--- config.mk ---
export PLATFORM = sky130hd
export DESIGN_NAME = clock_divider_prog_flat
export DESIGN_NICKNAME = d
export VERILOG_FILES = /design/src/rtl/clkdiv_pkg.sv /design/src/rtl/clock_divider_prog_if.sv /design/src/rtl/clkdiv_cfg_shadow.sv /design/src/rtl/clock_divider_prog.sv /design/src/flat_wrapper.sv
export SDC_FILE = /design/constraint.sdc
export NUM_CORES = 1
export LEC_CHECK = 0
export ABC_CLOCK_PERIOD_IN_PS = 1900
export CAP_MARGIN = 10
export CORE_MARGIN = 3
export CORE_UTILIZATION = 45
export DETAILED_ROUTE_END_ITERATION = 6
export PLACE_DENSITY = 0.65
export SETUP_SLACK_MARGIN = 0.15
export SLEW_MARGIN = 20
export SYNTH_ARGS = -nofsm -noshare
export SYNTH_HDL_FRONTEND = slang
export SYNTH_SLANG_ARGS = --single-unit
--- constraint.sdc ---
create_clock -name clk -period 1.9 [get_ports clk]
set_input_delay 0.38 -clock clk [delete_from_list [all_inputs] [get_ports clk]]
set_output_delay 0.38 -clock clk [all_outputs]
set_load 0.05 [all_outputs]
--- src/rtl/clkdiv_pkg.sv ---
// Shared types and constants for the programmable clock divider.
// Used by clock_divider_prog, its config interface and its config shadow.
package clkdiv_pkg;

  localparam int unsigned CLKDIV_CNT_W_DEF = 11;
  localparam int unsigned CLKDIV_PCNT_W    = 16;

  typedef enum logic [1:0] {
    IDLE = 2'd0,
    HIGH = 2'd1,
    LOW  = 2'd2
  } clkdiv_state_e;

  // A zero phase length would stall the divider, so it is treated as one cycle.
  function automatic int unsigned clamp_nz(input int unsigned v);
    return (v == 0) ? 1 : v;
  endfunction

endpackage

--- src/rtl/clock_divider_prog_if.sv ---
// Configuration request channel for clock_divider_prog: new phase lengths
// offered with cfg_valid and accepted while cfg_ready is high.
interface clock_divider_prog_if #(
  parameter int unsigned CNT_W = clkdiv_pkg::CLKDIV_CNT_W_DEF
);

  logic [CNT_W-1:0] cfg_high;
  logic [CNT_W-1:0] cfg_low;
  logic             cfg_valid;
  logic             cfg_ready;

  modport master (
    output cfg_high,
    output cfg_low,
    output cfg_valid,
    input  cfg_ready
  );

  modport slave (
    input  cfg_high,
    input  cfg_low,
    input  cfg_valid,
    output cfg_ready
  );

endinterface

--- src/rtl/clkdiv_cfg_shadow.sv ---
// Pending/active phase-length registers for clock_divider_prog: captures one
// request at a time, clamps zeros to one, and swaps it in on an apply window.
module clkdiv_cfg_shadow
  import clkdiv_pkg::*;
#(
  parameter int unsigned CNT_W    = CLKDIV_CNT_W_DEF,
  parameter int unsigned DEF_HIGH = 25,
  parameter int unsigned DEF_LOW  = 25
) (
  input  logic             clk,
  input  logic             reset,
  input  logic [CNT_W-1:0] cfg_high_i,
  input  logic [CNT_W-1:0] cfg_low_i,
  input  logic             cfg_valid_i,
  input  logic             apply_ok_i,
  output logic             cfg_ready_o,
  output logic [CNT_W-1:0] act_high_o,
  output logic [CNT_W-1:0] act_low_o
);

  localparam logic [CNT_W-1:0] DEF_HIGH_C = CNT_W'(clamp_nz(DEF_HIGH));
  localparam logic [CNT_W-1:0] DEF_LOW_C  = CNT_W'(clamp_nz(DEF_LOW));
  localparam logic [CNT_W-1:0] ONE_C      = CNT_W'(1);

  logic [CNT_W-1:0] act_high_q, act_high_d;
  logic [CNT_W-1:0] act_low_q, act_low_d;
  logic [CNT_W-1:0] pend_high_q, pend_high_d;
  logic [CNT_W-1:0] pend_low_q, pend_low_d;
  logic             pend_valid_q, pend_valid_d;
  logic             capture;
  logic             apply;

  // Capture needs an empty slot and apply needs a full one, so they never coincide.
  assign capture = cfg_valid_i && !pend_valid_q;
  assign apply   = pend_valid_q && apply_ok_i;

  always_comb begin
    // NOTE: every _d starts from its held value, so no path leaves it unassigned (no latch).
    act_high_d   = act_high_q;
    act_low_d    = act_low_q;
    pend_high_d  = pend_high_q;
    pend_low_d   = pend_low_q;
    pend_valid_d = pend_valid_q;
    if (capture) begin
      pend_valid_d = 1'b1;
      pend_high_d  = (cfg_high_i == '0) ? ONE_C : cfg_high_i;
      pend_low_d   = (cfg_low_i == '0) ? ONE_C : cfg_low_i;
    end
    if (apply) begin
      pend_valid_d = 1'b0;
      act_high_d   = pend_high_q;
      act_low_d    = pend_low_q;
    end
  end

  // NOTE: sequential state uses non-blocking assignments so all flops update together.
  always_ff @(posedge clk) begin
    if (reset) begin
      act_high_q   <= DEF_HIGH_C;
      act_low_q    <= DEF_LOW_C;
      pend_high_q  <= '0;
      pend_low_q   <= '0;
      pend_valid_q <= 1'b0;
    end else begin
      act_high_q   <= act_high_d;
      act_low_q    <= act_low_d;
      pend_high_q  <= pend_high_d;
      pend_low_q   <= pend_low_d;
      pend_valid_q <= pend_valid_d;
    end
  end

  assign cfg_ready_o = !pend_valid_q;
  assign act_high_o  = act_high_q;
  assign act_low_o   = act_low_q;

endmodule

--- src/rtl/clock_divider_prog.sv ---
// Runtime-programmable divided clock with rise/fall ticks and exact high+low periods.
// Optional macro CLKDIV_PERIOD_CNT_EN adds a 16-bit wrapping period counter output.
module clock_divider_prog
  import clkdiv_pkg::*;
#(
  parameter int unsigned CNT_W    = CLKDIV_CNT_W_DEF,
  parameter int unsigned DEF_HIGH = 25,
  parameter int unsigned DEF_LOW  = 25
) (
  input  logic                     clk,
  input  logic                     reset,
  input  logic                     enable,
  clock_divider_prog_if.slave      cfg,
  output logic                     clk_div,
  output logic                     rise_tick,
  output logic                     fall_tick
`ifdef CLKDIV_PERIOD_CNT_EN
  ,
  output logic [CLKDIV_PCNT_W-1:0] period_cnt
`endif
);

  localparam logic [CNT_W-1:0] ONE_C = CNT_W'(1);

  clkdiv_state_e    state_q;
  logic [CNT_W-1:0] cnt_q;
  logic             clk_div_q;
  logic             rise_q;
  logic             fall_q;
  logic [CNT_W-1:0] act_high;
  logic [CNT_W-1:0] act_low;
  logic             cfg_ready_w;
  logic             high_done;
  logic             low_done;
  logic             apply_ok;

  assign high_done = (cnt_q == act_high);
  assign low_done  = (cnt_q == act_low);

  // New phase lengths may only land where no phase is running or one is about to start.
  assign apply_ok = !enable || (state_q == IDLE) || ((state_q == LOW) && low_done);

  clkdiv_cfg_shadow #(
    .CNT_W    (CNT_W),
    .DEF_HIGH (DEF_HIGH),
    .DEF_LOW  (DEF_LOW)
  ) u_cfg_shadow (
    .clk         (clk),
    .reset       (reset),
    .cfg_high_i  (cfg.cfg_high),
    .cfg_low_i   (cfg.cfg_low),
    .cfg_valid_i (cfg.cfg_valid),
    .apply_ok_i  (apply_ok),
    .cfg_ready_o (cfg_ready_w),
    .act_high_o  (act_high),
    .act_low_o   (act_low)
  );

  assign cfg.cfg_ready = cfg_ready_w;

  always_ff @(posedge clk) begin
    if (reset) begin
      state_q   <= IDLE;
      cnt_q     <= '0;
      clk_div_q <= 1'b0;
      rise_q    <= 1'b0;
      fall_q    <= 1'b0;
    end else begin
      rise_q <= 1'b0;
      fall_q <= 1'b0;
      if (!enable) begin
        // Disable wins over any phase transition and never emits a tick.
        state_q   <= IDLE;
        cnt_q     <= '0;
        clk_div_q <= 1'b0;
      end else begin
        unique case (state_q)
          IDLE: begin
            state_q   <= HIGH;
            cnt_q     <= ONE_C;
            clk_div_q <= 1'b1;
            rise_q    <= 1'b1;
          end
          HIGH: begin
            if (high_done) begin
              state_q   <= LOW;
              cnt_q     <= ONE_C;
              clk_div_q <= 1'b0;
              fall_q    <= 1'b1;
            end else begin
              cnt_q <= cnt_q + ONE_C;
            end
          end
          LOW: begin
            if (low_done) begin
              state_q   <= HIGH;
              cnt_q     <= ONE_C;
              clk_div_q <= 1'b1;
              rise_q    <= 1'b1;
            end else begin
              cnt_q <= cnt_q + ONE_C;
            end
          end
          default: begin
            state_q   <= IDLE;
            cnt_q     <= '0;
            clk_div_q <= 1'b0;
          end
        endcase
      end
    end
  end

  assign clk_div   = clk_div_q;
  assign rise_tick = rise_q;
  assign fall_tick = fall_q;

`ifdef CLKDIV_PERIOD_CNT_EN
  logic [CLKDIV_PCNT_W-1:0] period_cnt_q;

  // Counts rise ticks already issued; wraps naturally at the top.
  always_ff @(posedge clk) begin
    if (reset) begin
      period_cnt_q <= '0;
    end else if (rise_q) begin
      period_cnt_q <= period_cnt_q + CLKDIV_PCNT_W'(1);
    end
  end

  assign period_cnt = period_cnt_q;
`endif

endmodule
--- src/flat_wrapper.sv ---
// flat-port wrapper written by rule: the top's interface ports become plain ports
module clock_divider_prog_flat import clkdiv_pkg::*;
#(
  parameter int unsigned CNT_W    = CLKDIV_CNT_W_DEF,
  parameter int unsigned DEF_HIGH = 25,
  parameter int unsigned DEF_LOW  = 25
)
  (clk, reset, enable, clk_div, rise_tick, fall_tick, cfg_cfg_high, cfg_cfg_low, cfg_cfg_valid, cfg_cfg_ready);
  clock_divider_prog_if #(.CNT_W(CNT_W)) cfg_i ();
  input  logic clk;
  input  logic reset;
  input  logic enable;
  output logic clk_div;
  output logic rise_tick;
  output logic fall_tick;
  input wire logic [$bits(cfg_i.cfg_high)-1:0] cfg_cfg_high;
  input wire logic [$bits(cfg_i.cfg_low)-1:0] cfg_cfg_low;
  input wire logic [$bits(cfg_i.cfg_valid)-1:0] cfg_cfg_valid;
  output wire logic [$bits(cfg_i.cfg_ready)-1:0] cfg_cfg_ready;
  assign cfg_i.cfg_high = cfg_cfg_high;
  assign cfg_i.cfg_low = cfg_cfg_low;
  assign cfg_i.cfg_valid = cfg_cfg_valid;
  assign cfg_cfg_ready = cfg_i.cfg_ready;
  clock_divider_prog #(.CNT_W(CNT_W), .DEF_HIGH(DEF_HIGH), .DEF_LOW(DEF_LOW)) u_core (.clk(clk), .reset(reset), .enable(enable), .cfg(cfg_i), .clk_div(clk_div), .rise_tick(rise_tick), .fall_tick(fall_tick));
endmodule
; ---- Yosys cells after proc, flatten, opt, wreduce, memory -nomap -nowiden
; Index checks and enable logic that the tools add are counted.
[classes]
add_sub_neg = 1
reduce_logical = 14
n_mux = 14
bitwise_logic = 2
n_eq_ne = 6
[op_table]
columns = op, n
row1 = two-way mux 11 bit, 4
row2 = one-hot mux 11 bit (3 select lines), 1
row3 = == test 11 bit, 2
row4 = logical NOT 11 bit, 2
row5 = adder 11 x 1 -> 11 bit (second input constant), 1
row6 = one-hot mux 2 bit (3 select lines), 1
row7 = two-way mux 1 bit, 4
row8 = two-way mux 2 bit, 2
row9 = inequality test 2 x 1 -> 1 bit (second input constant), 2
row10 = OR reduction 2 bit, 2
row11 = logical AND 1 bit, 3
row12 = one-hot mux 1 bit (3 select lines), 1
row13 = OR reduction 3 bit, 1
row14 = == test 2 x 1 -> 1 bit (second input constant), 1
row15 = == test 2 bit (second input constant), 1
row16 = logical NOT 1 bit, 2
row17 = logical NOT 2 bit, 1
row18 = logical OR 1 bit, 2
row19 = inverter 1 bit, 2
row20 = one-hot mux 1 bit (2 select lines), 1
row21 = AND reduction 2 bit, 1
[totals]
regBits = 61
elab_cells = 47
output_inout_bits = 4

; ---- Logic depth before layout (Yosys ltp)
[logic_depth]
depth_word = 5
depth_mapped = 8

; ---- Modules after synthesis
; Synthesis repeated with hierarchy kept, for this count alone.
[unflattened]
cells_unflattened = 304
hier_area_um2 = 2533.7
[by_module_without_submodules]
columns = mod, n_inst, cells_each, area_per_inst_um2
row1 = clkdiv_cfg_shadow, 1, 204, 1636.6
row2 = clock_divider_prog, 1, 100, 897.1

; ---- Worst setup path after synthesis
; OpenSTA, ideal clock, no wires.
[synth_path]
path_type = reg2reg
startpoint = register u_core.cnt_q[6]
endpoint = register u_core.u_cfg_shadow.act_high_q[4], in the netlist u_core.u_cfg_shadow.act_high_o[4]
setup_slack_ns = 0.182
arrival_time_ns = 1.599
stages_incl_launch_ff = 9
required_time_ns = 1.781
setup_time_ns = 0.119
path_cell_list = dfxtp_1 > buf_6 > xor2_2 > nor4_2 > nand3_2 > o31a_1 > buf_6 > buf_12 > mux2i_1
[synth_between]
elab_chain_len = 4
[synth_rtl]
columns = item, line
row1 = start: declaration, clock_divider_prog.sv:26  ; logic [CNT_W-1:0] cnt_q;
row2 = start signal: assignment, clock_divider_prog.sv:91  ; cnt_q <= cnt_q + ONE_C;
row3 = start signal: assignment, clock_divider_prog.sv:101  ; cnt_q <= cnt_q + ONE_C;
row4 = == test 11 bit, clock_divider_prog.sv:38  ; assign low_done = (cnt_q == act_low);
row5 = logical AND 1 bit, clock_divider_prog.sv:41  ; assign apply_ok = !enable || (state_q == IDLE) || ((state_q == LOW) && low_done);
row6 = logical OR 1 bit, clock_divider_prog.sv:41
row7 = logical AND 1 bit, clkdiv_cfg_shadow.sv:35  ; assign apply = pend_valid_q && apply_ok_i;
row8 = end signal: assignment, clkdiv_cfg_shadow.sv:65  ; act_high_q <= act_high_d;
row9 = end: declaration, clkdiv_cfg_shadow.sv:25  ; logic [CNT_W-1:0] act_high_q, act_high_d;
; Every way passes these cells.
; A chain may end at the register's enable or synchronous reset.

; ---- Final worst setup path
[layout_path]
startpoint = register u_core.cnt_q[10]
endpoint = register u_core.u_cfg_shadow.pend_valid_q
[layout_between]
elab_chain_len = 5
[layout_rtl]
columns = item, line
row1 = == test 11 bit, clock_divider_prog.sv:38
row2 = logical AND 1 bit, clock_divider_prog.sv:41
row3 = logical OR 1 bit, clock_divider_prog.sv:41
row4 = logical AND 1 bit, clkdiv_cfg_shadow.sv:35
row5 = OR reduction 2 bit (no line), --
row6 = end signal: assignment, clkdiv_cfg_shadow.sv:69  ; pend_valid_q <= pend_valid_d;
row7 = end: declaration, clkdiv_cfg_shadow.sv:29  ; logic pend_valid_q, pend_valid_d;
; Every way passes these cells.

==> summary.md <==
| Metric | Value |
|---|---|
| Dpl cells | `404` |
| Worst hold path cell count | `2` |
| Area growth, synth to finish | `21.7%` |
| Critical path data arrival time | `roughly 1.9 ns` |
| Clock-pin slew on the worst setup and hold paths | `roughly 0.07 ns` |
| Slew Limit Fails | `0` |
| Type of the worst setup path | `reg2reg` |
| Post-synth top cells | `61 x dfxtp_1, 47 x nand2_1, 31 x nor2_1` |
| Number of max-cap violations | `0` |
| Worst Reg2Reg Path Length in Cells | `6` |
| Sequential share of the synthesized area | `~44%` |
| Hpwl dp | `roughly 3700 um` |
| Drt pass-1 iters | `4` |
| Post-route DRC violation count | `0` |
| Hold crit path type | `reg2reg` |
| Initial Utilization | `about 48%` |
| Stages on the worst setup path | `6` |
| IR drop worst, VDD | `0.487 mV` |
| Slew @ Worst Pin | `a little under 0.6 ns` |
| Ant diodes | `0` |
| Power density over cell area | `between 800 and 900 mW/mm^2` |
| Yosys warning count | `0` |
| Cell family with most CP delay | `simple AND/OR/NAND/NOR gates` |
| DR iter-0 viols | `100` |
| Share of cells above drive strength 1 | `12.6%` |
| Achievable Freq | `about 600 MHz` |
| Die area | `a little over 0.007 mm^2` |
| GR Util met2 | `roughly 22%` |
| Cts bufs inserted | `9` |
| Drt total wl | `between 5000 and 6000 um` |
| M1 GR Usage | `21.6%` |
| Largest cells by area after synthesis | `dfxtp_1 44%, xor2_1 8.6%, mux2i_1 8.0%` |
| GR Util met3 | `between 4 and 5%` |
| Top cell type's share of synthesized area | `roughly 44%` |
| Global-route wire length before repair | `8870 um` |
| # port buffers | `29` |
| Row cnt | `27` |
| Worst Path Max Fanout | `23` |
| Leakage power | `approximately 1.5 nW` |
| GR peak layer | `met2` |
| CTS tree | `built` |
| Global placement routability congestion | `between 0.8 and 0.9` |
| Core area | `0.00571 mm^2` |
| RSZ-0062 raised after global routing | `true` |
| Cell with the most instances after synthesis | `dfxtp_1` |
| Initial antenna violation count | `0` |
| Main synth FF type | `dfxtp_1` |
| Final hold vios | `0` |
| Vias in the first global route | `between 1500 and 2000` |
| Drt wl/cell | `12.2 um` |
| Setup violators final | `0` |
| Worst Setup End Kind | `register` |
| Worst-Skew Late Latency | `0.34 ns` |
| Fin crit share | `88.7%` |
| Clk root buf | `clkbuf_8` |
| Synth Net Count | `331` |
| GRT Total Usage | `15.7%` |
| Final cell count without fillers | `between 400 and 500` |
| Largest net degree at the start of global routing | `68` |
| Async SR Flop Fraction | `0%` |
| Pre-CTS setup slack | `about 0.15 ns` |
| GRT Residual Overflow | `0` |
| Tmin final | `around 1.7 ns` |
| Die W | `approximately 84 um` |
| I/O pin cnt | `30` |
| Crit start category | `register` |
| Die height | `84.3 um` |
| # hold bufs at CTS | `0` |
| CTS Sinks | `61` |
| Via/cell ratio | `between 4 and 5` |
| Syn Area/Cell | `9.08 um^2` |
| Setup ws final | `0.215 ns` |
| Htree depth | `3` |
| Synth area leader | `dfxtp_1` |
| Final Util | `58.8%` |
| Required time of the critical path | `between 2 and 2.5 ns` |
| Clk buf depth | `2` |
| Status | `completed` |
| Crit path cell chain | `xor2_1 > nor4_2 > nand3_2 > o31a_1 > buf_12 > nor3b_1` |
| Antenna Nets Post-Route | `0` |
| Yosys cell types | `36` |
| Post-synth EDFFs | `0` |
| Fillers | `517` |
| Slew HR | `between 60 and 70%` |
| Syn Inst Count | `between 300 and 400` |
| Worst Path Buf+Inv | `1` |
| Final Skew | `0.00761 ns` |
| Via count | `2035` |
| Nets | `371` |
| Synth Cell Area | `roughly 0.0028 mm^2` |
| Seq cells post-synth | `61` |
| Worst path max stage delay | `approximately 0.34 ns` |
| Setup TNS Final | `0 ns` |
| CP max-delay cell | `dfxtp_1` |
-- worst reg2reg max path, cell delays in order, from the launching register on --
cell     delay [ns]
dfxtp_1        0.34
xor2_1         0.16
nor4_2         0.31
nand3_2        0.13
o31a_1         0.29
buf_12         0.18
nor3b_1        0.15
-- worst paths after layout --
kind,slack [ns],start,end
worst max register to register,0.21,u_core.cnt_q[10],u_core.u_cfg_shadow.pend_valid_q
worst max-delay path,0.21,u_core.cnt_q[10],u_core.u_cfg_shadow.pend_valid_q
worst min-delay path,0.45,u_core.u_cfg_shadow.pend_low_q[9],u_core.u_cfg_shadow.pend_low_q[9]
worst min register to register,0.45,u_core.u_cfg_shadow.pend_low_q[9],u_core.u_cfg_shadow.pend_low_q[9]
-- area by class of cell --
class / instances / area [um^2] / area share (%)
clock buffers: 10 / 138 / 4.10
clock inverters: 5 / 75.1 / 2.24
inverters: 3 / 11.3 / 0.335
multi-input cells: 222 / 1400 / 41.6
flip-flops and latches: 61 / 1220 / 36.4
well taps: 72 / 90.1 / 2.68
repair buffers: 47 / 427 / 12.7
-- registers in the layout (all words and copies together) (netlist names) --
signal,count
u_core.cnt_q,11
u_core.u_cfg_shadow.act_high_o,11
u_core.u_cfg_shadow.act_low_o,11
u_core.u_cfg_shadow.pend_high_q,11
u_core.u_cfg_shadow.pend_low_q,11
u_core.state_q,2
u_core.clk_div,1
u_core.fall_tick,1
u_core.rise_tick,1
u_core.u_cfg_shadow.pend_valid_q,1
-- report_power, final --
part | total, mW | switching [mW] | leakage [nW] | internal, mW
Clock | 1.24 | 0.484 | 0.112 | 0.760
Combinational | 0.332 | 0.167 | 0.853 | 0.165
Sequential | 1.38 | 0.0389 | 0.498 | 1.34
-- cells by family after synthesis --
family                   count (synthesis)  synth area share [%]
AO/OA/AOI/OAI                           29                  6.62
XOR/XNOR                                31                  10.1
adder cells (fa/ha/maj)                  1                 0.453
buffers and inverters                   21                  5.17
flip-flops                              61                  44.2
multiplexers                            22                  7.98
AND/OR/NAND/NOR                        139                  25.4
-- layout by cell type, fill, tap and decap left out, types with 4 or more instances in the layout --
| cell type | n |
|---|---|
| a21oi_1 | 20 |
| buf_4 | 18 |
| clkbuf_8 | 10 |
| clkdlybuf4s50_1 | 24 |
| dfxtp_1 | 61 |
| mux2i_1 | 22 |
| nand2_1 | 47 |
| nand2b_1 | 14 |
| nand3_1 | 8 |
| nor2_1 | 31 |
| nor3_1 | 4 |
| nor4_1 | 6 |
| or2b_1 | 19 |
| xor2_1 | 27 |
-- timing repair --
action,in CTS,in global routing
endpoints found under the hold margin,0,0
endpoints found under the setup margin,4,6
buffers inserted,1,0
resized for setup,3,0
pin swaps,0,0
-- per-layer routing --
metal / routed length, um / up-vias
met1: 2650 / 917
met2: 2200 / 36
li1: - / 1074
met4: 91 / 0
met5: 0 / -
met3: 199 / 8
-- metrics by stage --
step                      hold WS [ns]  instance area, um^2  total power, mW
after floorplan                  0.431                 2760             1.63
after global placement           0.440                 3140             1.74
after detailed placement         0.443                 3140             1.74
after CTS                        0.452                 3360             2.99
after global routing             0.469                 3360             3.09
final                            0.449                 3360             2.96
No activity file was read; power rests on OpenSTA's default activity.
